===== config.mk =====
export PLATFORM = sky130hd
export DESIGN_NAME = bspline_interp_mc
export DESIGN_NICKNAME = d
export VERILOG_FILES = /design/src/rtl/bspline_interp_mc.sv
export SDC_FILE = /design/constraint.sdc
export NUM_CORES = 1
export LEC_CHECK = 0
export ABC_AREA = 1
export BUFFER_PORTS_ARGS = -buffer_cell sky130_fd_sc_hd__buf_2
export CAP_MARGIN = 10
export CELL_PAD_IN_SITES_DETAIL_PLACEMENT = 1
export CELL_PAD_IN_SITES_GLOBAL_PLACEMENT = 1
export CORE_MARGIN = 3
export CORE_UTILIZATION = 44
export DETAILED_ROUTE_END_ITERATION = 10
export PLACE_DENSITY_LB_ADDON = 0.25
export SYNTH_ARGS = -nofsm -noshare
export SYNTH_HDL_FRONTEND = slang
export SYNTH_SLANG_ARGS = --single-unit

===== constraint.sdc =====
create_clock -name clk -period 6.2 [get_ports clk]
set_clock_uncertainty 0.05 [all_clocks]
set_input_delay 0.62 -clock clk [delete_from_list [all_inputs] [get_ports clk]]
set_output_delay 0.62 -clock clk [all_outputs]
set_load 0.03 [all_outputs]

===== src/rtl/bspline_interp_mc.sv =====
`default_nettype none
// ============================================================================
//  Module      : bspline_interp_mc
//  Description : Multi-channel cubic uniform B-spline interpolator.
//                Control points arrive over valid/ready. Each segment yields
//                2^LOG2_R samples per channel from forward-difference
//                accumulators. Outputs are shift-scaled and saturated.
//  Revision    : 1.0 - initial release
// ============================================================================
module bspline_interp_mc #(
    parameter int CH        = 2,
    parameter int DIN_W     = 7,
    parameter int DOUT_W    = 14,
    parameter int LOG2_R    = 3,
    parameter int STEP_DIV  = 1,
    parameter int OUT_SHIFT = 5
) (
    input  logic                 clk,
    input  logic                 rst,
    input  logic                 in_valid,
    output logic                 in_ready,
    input  logic [CH*DIN_W-1:0]  din,
    output logic                 out_valid,
    output logic [CH*DOUT_W-1:0] dout,
    output logic                 underrun
);
    localparam int ACC_W  = DIN_W + 3*LOG2_R + 7;
    localparam int TICK_W = (STEP_DIV > 1) ? $clog2(STEP_DIV) : 1;

    localparam logic [1:0] S_FILL = 2'd0;
    localparam logic [1:0] S_RUN  = 2'd1;
    localparam logic [1:0] S_WAIT = 2'd2;

    localparam logic [LOG2_R-1:0] K_LAST    = '1;
    localparam logic [TICK_W-1:0] TICK_LAST = TICK_W'(STEP_DIV - 1);

    localparam logic signed [ACC_W-1:0] C3      = ACC_W'(3);
    localparam logic signed [ACC_W-1:0] C4      = ACC_W'(4);
    localparam logic signed [ACC_W-1:0] C6      = ACC_W'(6);
    localparam logic signed [ACC_W-1:0] SAT_MAX = ACC_W'((2**(DOUT_W-1)) - 1);
    localparam logic signed [ACC_W-1:0] SAT_MIN = ~SAT_MAX;

    logic [1:0]        state_q, state_d;
    logic [1:0]        fill_cnt_q, fill_cnt_d;
    logic [LOG2_R-1:0] k_q, k_d;
    logic [TICK_W-1:0] tick_q, tick_d;
    logic              nxt_full_q, nxt_full_d;
    logic              underrun_q, underrun_d;
    logic              out_valid_q, out_valid_d;

    logic w_accept, w_fire, w_last, w_fill_done, w_roll, w_wait_go;
    logic w_load, w_shift_win, w_use_din;

    assign in_ready    = (state_q == S_FILL) || !nxt_full_q;
    assign w_accept    = in_valid && in_ready;
    assign w_fire      = (state_q == S_RUN) && (tick_q == TICK_LAST);
    assign w_last      = w_fire && (k_q == K_LAST);
    assign w_fill_done = (state_q == S_FILL) && w_accept && (fill_cnt_q == 2'd3);
    // A point accepted on the last sample is consumed directly: no gap cycle.
    assign w_roll      = w_last && (nxt_full_q || w_accept);
    assign w_wait_go   = (state_q == S_WAIT) && nxt_full_q;
    assign w_load      = w_fill_done || w_roll || w_wait_go;
    assign w_shift_win = ((state_q == S_FILL) && w_accept) || w_roll || w_wait_go;
    assign w_use_din   = (state_q == S_FILL) || !nxt_full_q;

    assign out_valid = out_valid_q;
    assign underrun  = underrun_q;

    // Sequencing: fill count, sample cadence, segment rollover and prefetch flag.
    always_comb begin
        state_d     = state_q;
        fill_cnt_d  = fill_cnt_q;
        k_d         = k_q;
        tick_d      = tick_q;
        nxt_full_d  = nxt_full_q;
        underrun_d  = underrun_q;
        out_valid_d = 1'b0;
        case (state_q)
            S_FILL: begin
                if (w_accept) begin
                    fill_cnt_d = fill_cnt_q + 2'd1;
                    if (w_fill_done) begin
                        state_d = S_RUN;
                        k_d     = '0;
                        tick_d  = '0;
                    end
                end
            end
            S_RUN: begin
                if (w_accept) nxt_full_d = 1'b1;
                if (w_fire) begin
                    out_valid_d = 1'b1;
                    tick_d      = '0;
                    k_d         = k_q + 1'b1;
                    if (w_last) begin
                        if (w_roll) nxt_full_d = 1'b0;
                        else        state_d    = S_WAIT;
                    end
                end else begin
                    tick_d = tick_q + 1'b1;
                end
            end
            S_WAIT: begin
                underrun_d = 1'b1;
                if (w_accept) nxt_full_d = 1'b1;
                if (w_wait_go) begin
                    nxt_full_d = 1'b0;
                    state_d    = S_RUN;
                    k_d        = '0;
                    tick_d     = '0;
                end
            end
            default: state_d = S_FILL;
        endcase
    end

    // Control state registers.
    always_ff @(posedge clk) begin
        if (rst) begin
            state_q     <= S_FILL;
            fill_cnt_q  <= 2'd0;
            k_q         <= '0;
            tick_q      <= '0;
            nxt_full_q  <= 1'b0;
            underrun_q  <= 1'b0;
            out_valid_q <= 1'b0;
        end else begin
            state_q     <= state_d;
            fill_cnt_q  <= fill_cnt_d;
            k_q         <= k_d;
            tick_q      <= tick_d;
            nxt_full_q  <= nxt_full_d;
            underrun_q  <= underrun_d;
            out_valid_q <= out_valid_d;
        end
    end

    for (genvar gi = 0; gi < CH; gi++) begin : g_ch
        // Only P1..P3 of the active window are kept: once coefficients are
        // loaded, P0 is never needed again.
        logic signed [DIN_W-1:0]  win1_q, win2_q, win3_q, nxt_q;
        logic signed [DIN_W-1:0]  win1_d, win2_d, win3_d, nxt_d;
        logic signed [ACC_W-1:0]  f_q, d1_q, d2_q, d3_q;
        logic signed [ACC_W-1:0]  f_d, d1_d, d2_d, d3_d;
        logic signed [DOUT_W-1:0] dout_q, dout_d;
        logic signed [DIN_W-1:0]  w_din, w_src;
        logic signed [ACC_W-1:0]  w_e0, w_e1, w_e2, w_e3;
        logic signed [ACC_W-1:0]  w_a, w_b, w_c, w_d, w_sh;

        assign w_din = din[gi*DIN_W +: DIN_W];
        assign w_src = w_use_din ? w_din : nxt_q;

        // Window becoming active is {P1, P2, P3, incoming}.
        assign w_e0 = {{(ACC_W-DIN_W){win1_q[DIN_W-1]}}, win1_q};
        assign w_e1 = {{(ACC_W-DIN_W){win2_q[DIN_W-1]}}, win2_q};
        assign w_e2 = {{(ACC_W-DIN_W){win3_q[DIN_W-1]}}, win3_q};
        assign w_e3 = {{(ACC_W-DIN_W){w_src[DIN_W-1]}},  w_src};

        assign w_a  = (w_e3 - w_e0) + C3 * (w_e1 - w_e2);
        assign w_b  = C3 * (w_e0 + w_e2) - C6 * w_e1;
        assign w_c  = C3 * (w_e2 - w_e0);
        assign w_d  = w_e0 + w_e2 + C4 * w_e1;
        assign w_sh = f_q >>> OUT_SHIFT;

        // Window shift, prefetch capture, accumulator load/advance, saturation.
        always_comb begin
            win1_d = win1_q;
            win2_d = win2_q;
            win3_d = win3_q;
            nxt_d  = nxt_q;
            f_d    = f_q;
            d1_d   = d1_q;
            d2_d   = d2_q;
            d3_d   = d3_q;
            dout_d = dout_q;
            if (w_shift_win) begin
                win1_d = win2_q;
                win2_d = win3_q;
                win3_d = w_src;
            end
            if (w_accept) nxt_d = w_din;
            if (w_load) begin
                f_d  = w_d <<< (3*LOG2_R);
                d1_d = w_a + (w_b <<< LOG2_R) + (w_c <<< (2*LOG2_R));
                d2_d = C6 * w_a + (w_b <<< (LOG2_R + 1));
                d3_d = C6 * w_a;
            end else if (w_fire) begin
                f_d  = f_q + d1_q;
                d1_d = d1_q + d2_q;
                d2_d = d2_q + d3_q;
            end
            if (w_fire) begin
                if (w_sh > SAT_MAX)      dout_d = SAT_MAX[DOUT_W-1:0];
                else if (w_sh < SAT_MIN) dout_d = SAT_MIN[DOUT_W-1:0];
                else                     dout_d = w_sh[DOUT_W-1:0];
            end
        end

        // Per-channel datapath registers.
        always_ff @(posedge clk) begin
            if (rst) begin
                win1_q <= '0;
                win2_q <= '0;
                win3_q <= '0;
                nxt_q  <= '0;
                f_q    <= '0;
                d1_q   <= '0;
                d2_q   <= '0;
                d3_q   <= '0;
                dout_q <= '0;
            end else begin
                win1_q <= win1_d;
                win2_q <= win2_d;
                win3_q <= win3_d;
                nxt_q  <= nxt_d;
                f_q    <= f_d;
                d1_q   <= d1_d;
                d2_q   <= d2_d;
                d3_q   <= d3_d;
                dout_q <= dout_d;
            end
        end

        assign dout[gi*DOUT_W +: DOUT_W] = dout_q;
    end

endmodule
`default_nettype wire


Word level (Yosys, flattened, before mapping)
Cells that the tools add are included.
{"block": "word_totals", "ff_bits": 263, "inputBits": 17, "out_inout_bits": 31, "wordCells": 148}
{"block": "classes", "add_sub_neg": 29, "mul": 10, "n_lt_le_gt_ge": 4, "eq_ne": 10, "muxes": 42, "n_bitwise": 2, "reduce_logical": 24}
{"cell": "$mux W23", "count": 12}
{"cell": "$add A23 B23 Y23", "count": 4}
{"cell": "$mul A3 B8 Y11 const A", "count": 6}
{"cell": "$mux W14", "count": 4}
{"cell": "$sub A7 B7 Y8", "count": 6}
{"cell": "$add A23 B16 Y23", "count": 2}
{"cell": "$add A16 B17 Y18", "count": 2}
{"cell": "$gt A18 B14 Y1 const B", "count": 2}
{"cell": "$lt A18 B14 Y1 const B", "count": 2}
{"cell": "$add A16 B16 Y17", "count": 2}
{"cell": "$add A12 B15 Y16", "count": 2}
{"cell": "$mul A3 B12 Y15 const A", "count": 2}
{"cell": "$add A8 B11 Y12", "count": 2}
{"cell": "$sub A11 B11 Y12", "count": 2}
{"cell": "$add A8 B9 Y10", "count": 2}
{"cell": "$mul A3 B7 Y10 const A", "count": 2}
{"cell": "$add A7 B7 Y8", "count": 2}
{"cell": "$mux W7", "count": 2}
{"cell": "$mux W2", "count": 6}
{"cell": "$mux W3", "count": 4}
{"cell": "$ne A2 B2 Y1 const B", "count": 6}
{"cell": "$mux W1", "count": 10}
{"cell": "$pmux W3 S3", "count": 1}
{"cell": "$logic_and A1 B1 Y1", "count": 7}
{"cell": "other kinds (20)", "count": 29}

Logic depth before layout (Yosys ltp)
{"block": "logic_depth", "word_depth": 9, "depth_mapped": 41, "mapped_depth_nobuf": 41}

Least setup slack after synthesis
Ideal clock, no wire load.
{"block": "synth_timing", "kind": "reg-to-reg", "from": "register g_ch[0].win2_q[0]", "to": "register g_ch[0].d2_q[15]", "setup_ns": 0.110, "t_arrival_ns": 6.419, "required_ns": 6.040, "slack_ns": -0.380, "path_stages_with_launch": 37, "path_buffers": 0, "synth_period_minus_slack_ns": 6.580, "cell_sequence": "dfxtp_1 -> inv_1 -> ha_1 -> fa_1 -> nand3b_1 -> and2_1 -> o21ai_0 -> a21oi_1 -> xor2_1 -> ha_1 -> fa_1 -> inv_1 -> fa_1 -> ha_1 -> nand2_1 -> nor3_1 -> nand3_1 -> nand3_1 -> nand3_1 -> nand2_1 -> inv_1 -> ha_1 -> ha_1 -> nand2_1 -> nor2_1 -> nand3_1 -> nand3_1 -> inv_1 -> nand3_1 -> nand2_1 -> ha_1 -> a21oi_1 -> nand2_1 -> xnor2_1 -> nand2_1 -> nand3b_1 -> inv_1"}
{"block": "synth_between", "elab_chain_cells": 6, "word_cells_on_any_way": 8, "cone_classes": "add/sub: 4; mul: 3; mux: 1"}
{"element": "start: declaration", "line": "141", "source": "logic signed [DIN_W-1:0] win1_q, win2_q, win3_q, nxt_q;"}
{"element": "start signal: assignment", "line": "213", "source": "win2_q <= win2_d;"}
{"element": "$sub A7 B7 Y8", "line": "159", "source": "assign w_a = (w_e3 - w_e0) + C3 * (w_e1 - w_e2);"}
{"element": "$mul A3 B8 Y11", "line": "159"}
{"element": "$add A8 B11 Y12", "line": "159"}
{"element": "$mul A3 B12 Y15", "line": "185", "source": "d2_d = C6 * w_a + (w_b <<< (LOG2_R + 1));"}
{"element": "$add A16 B16 Y17 (*)", "line": "185"}
{"element": "$mux W23 (*)", "line": "182", "source": "if (w_load) begin"}
{"element": "end signal: assignment", "line": "208", "source": "d2_q <= '0;"}
{"element": "end signal: assignment", "line": "218", "source": "d2_q <= d2_d;"}
{"element": "end: declaration", "line": "143", "source": "logic signed [ACC_W-1:0] f_q, d1_q, d2_q, d3_q;"}
Mark *: on every way between the ends. The rest lies on a longest branch, timed or not.
A chain may end at the register's enable or synchronous reset.

Final worst setup path
{"block": "layout_timing", "from": "register g_ch[0].win3_q[1]", "to": "register g_ch[0].d2_q[19]"}
{"block": "layout_between", "elab_chain_cells": 6, "word_cells_on_any_way": 9, "cone_classes": "add/sub: 5; mul: 3; mux: 1"}
{"element": "start: declaration", "line": "141"}
{"element": "start signal: assignment", "line": "214", "source": "win3_q <= win3_d;"}
{"element": "$sub A7 B7 Y8", "line": "159"}
{"element": "$mul A3 B8 Y11", "line": "159"}
{"element": "$add A8 B11 Y12", "line": "159"}
{"element": "$mul A3 B12 Y15", "line": "185"}
{"element": "$add A16 B16 Y17 (*)", "line": "185"}
{"element": "$mux W23 (*)", "line": "182"}
Marks and branches as above.

==> metrics.cfg <==
[critical_path]
cp-startpoint = g_ch[0].win3_q[1]$_SDFFE_PP0P_
worstSetupPathType = flip-flop to flip-flop
timing.rr.start = g_ch[0].win3_q[1]$_SDFFE_PP0P_
slowest_delay_ns = 0.53
cp.required_ns = 6.65
cp-end-kind = flip-flop
worstPathMaxFanout = 7
cp_slowest_cell = fa_1
crit_path_start_kind = flip-flop
crit_family = adder cells
crit_top_cell = nand2_2
cp_num_buf_inv = 6
worstPathArrival_ns = 7.84

[timing]
finalSetupViolCount = 69
fmax_ghz = 0.135
max_slew_margin_pct = 22.3
finalWorstSetupSlack_ns = -1.19
hold_violations = 0
finalCritPeriodShare_pct = 119
slew_violations = 0
rsz0062_at_grt = yes
tightest_slew_ns = 1.15
period_needed_ns = 7.39

[synthesis]
async_reset_ff_share_pct = 0
ys_types = 58
syn-num-nets = 4288
synth_ff_type = dfxtp_1
ys_seq_area_share_pct = 19.3
avgSynthCellArea_um2 = 7.19
netlist_instances = 3756
synth_seq_cells = 261
yosys_warnings = 0
synth_edf_count = 0
netlist_area_mm2 = 0.0270

[cells_and_area]
fill_cells = 7388
layout_common_cells = nand2_1, inv_1, buf_4
fin_area_mm2 = 0.0358
drive_above_1_share_pct = 26.4
layout.nets = 4713
final-instance-count-excl-fill = 4990
final_common_cell = nand2_1
multi_input_area_mm2 = 0.0226
seq_area_mm2 = 0.00523
syn_to_final_growth_pct = 32.6

[die]
start_util_pct = 44.6
dieArea_mm2 = 0.0644
num_io_pins = 48
die_h_um = 254
num_rows = 90
coreArea_mm2 = 0.0606
fp.dieW_um = 254

[routing]
vias = 31675
drc = 0
dr.first_iter.drc_count = 3005
wl_per_cell_um = 26.7
routed_via_density = 6.35
ant_nets = 0
drt_pass1_iterations = 5
drt-total-wl_mm = 133

[cts]
cts.clk_slew.worst_paths_ns = 0.09
clk_latency_ns = 0.62
cts_tree = done
htreeDepth = 2
clockRootBuffer = clkbuf_16
numCtsBuffers = 35
numClockSinks = 261
cts_buffer_depth = 3

[place]
portBuffers = 47
preCtsSetupSlack_ns = -0.684
routabilityCongestion = 0.888
dp.cells = 4828
dp_hpwl_mm = 70.1
place_area_mm2 = 0.0307

[global_routing]
grt_max_degree = 79
grt_antenna_before_repair = 2
grt_pass1_wl_mm = 162
grt_pass1_vias = 30448
grtUsageTotal_pct = 31.4
grt-ovfl-total = 0

[worst_hold_path]
min_from = din[13]
hold_path_class = primary input to flip-flop

[outcome]
status = complete, but fails checks
violations = negative setup slack

[job]
maxCapViolations = 0

## stage by stage
stage               util (%)  hold WS [ns]  TNS [ns]
global placement        50.8         0.392    -14.14
finish                  59.1         0.257    -45.56
CTS                     55.2         0.247     -8.14
floorplan                  -         0.373   -0.0104
detailed placement      50.8         0.399    -25.41
global route            59.1         0.264    -53.61
## cell usage after synthesis (5+ instances only)
| cell type | number | area share, % |
|---|---|---|
| buf_1 | 9 | 0.13 |
| or2_1 | 5 | 0.12 |
| xor2_1 | 132 | 4.3 |
| dfxtp_1 | 261 | 19 |
| nand2_2 | 11 | 0.25 |
| a21oi_2 | 16 | 0.52 |
| nand3b_1 | 6 | 0.17 |
| nor2_1 | 187 | 2.6 |
| o211ai_1 | 27 | 0.75 |
| and2_1 | 6 | 0.14 |
| inv_1 | 558 | 7.8 |
| o21ai_2 | 5 | 0.16 |
| a221oi_1 | 7 | 0.23 |
| ha_1 | 424 | 20 |
| a211oi_1 | 5 | 0.14 |
| nor3_1 | 20 | 0.37 |
| o31ai_1 | 7 | 0.19 |
| nand3_1 | 163 | 3.0 |
| o21bai_1 | 36 | 1.0 |
| or2_2 | 26 | 0.60 |
| a31oi_1 | 62 | 1.4 |
| inv_2 | 8 | 0.11 |
| nand2_1 | 603 | 8.4 |
| a21oi_1 | 453 | 8.4 |
| clkbuf_1 | 61 | 0.85 |
| o21ai_0 | 347 | 6.4 |
| o21a_1 | 7 | 0.19 |
| a21o_1 | 27 | 0.75 |
| nand4_1 | 17 | 0.39 |
| buf_2 | 26 | 0.48 |
| fa_1 | 91 | 6.7 |
| nor4_1 | 12 | 0.28 |
| o21ai_1 | 19 | 0.35 |
| xnor2_1 | 63 | 2.0 |
## flip-flops by register name, indices dropped and copies added, names as in the netlist
register / cells
g_ch.win1_q: 14
g_ch.win2_q: 14
state_q: 2
k_q: 3
underrun: 1
g_ch.d2_q: 44
g_ch.d3_q: 30
out_valid: 1
g_ch.nxt_q: 14
g_ch.f_q: 46
g_ch.win3_q: 14
g_ch.d1_q: 46
fill_cnt_q: 2
g_ch.dout_q: 28
nxt_full_q: 1
tick_q: 1
## tightest hold or removal path, delay by kind of cell
family / cells / cell delay (ns)
AOI/OAI and AO/OA: 1 / 0.06
and+or+nand+nor: 1 / 0.06
buffers and inverters: 1 / 0.11
## final timing paths
kind                                                 endpoint  slack [ns]  cells past startpoint
worst max-delay path            g_ch[0].d2_q[19]$_SDFFE_PP0N_       -1.19                     37
worst min-delay path            g_ch[1].nxt_q[6]$_SDFFE_PP0P_        0.26                      3
worst max register to register  g_ch[0].d2_q[19]$_SDFFE_PP0N_       -1.19                     37
worst min register to register  g_ch[0].nxt_q[5]$_SDFFE_PP0P_        0.40                      2
## layout make-up
cell class,instances,area share [%]
Tap cell,782,2.73
Timing Repair Buffer,485,10.2
Clock inverter,14,0.489
Antenna cell,1,0.00699
Sequential cell,261,14.6
Multi-Input combinational cell,2831,63.1
Inverter,567,6.04
Clock buffer,49,2.82
## per-layer routing
layer  vias up  track usage, %  part of all wire [%]
met3       901            4.91                   8.9
met2      2058            55.9                    45
met1     15271            38.5                    37
met4         2            10.7                   8.5
met5         -               0                0.0090
li1      13443               -                     -
## logic make-up (layout without fill, tap and decap cells)
group | after synthesis | in the layout | share of synthesized area, %
AO/OA/AOI/OAI | 1051 | 1051 | 21.6
XOR/XNOR | 200 | 200 | 6.67
adder cells (fa/ha/maj) | 515 | 515 | 26.4
buffers and inverters | 664 | 1115 | 9.37
flip-flops | 261 | 261 | 19.3
other | 0 | 1 | 0
AND/OR/NAND/NOR | 1065 | 1065 | 16.6
## what timing repair did
action                                  in CTS  in global routing
pin swaps                                  171                194
hold buffers                                 0                  0
gates resized for setup                    222                368
endpoints found under the setup margin      55                 68
hold endpoints to repair                     0                  0
buffers inserted                            43                 66
Power is not shown: default switching activity piles up to over one toggle a cycle in this logic, so the estimate is an artifact.
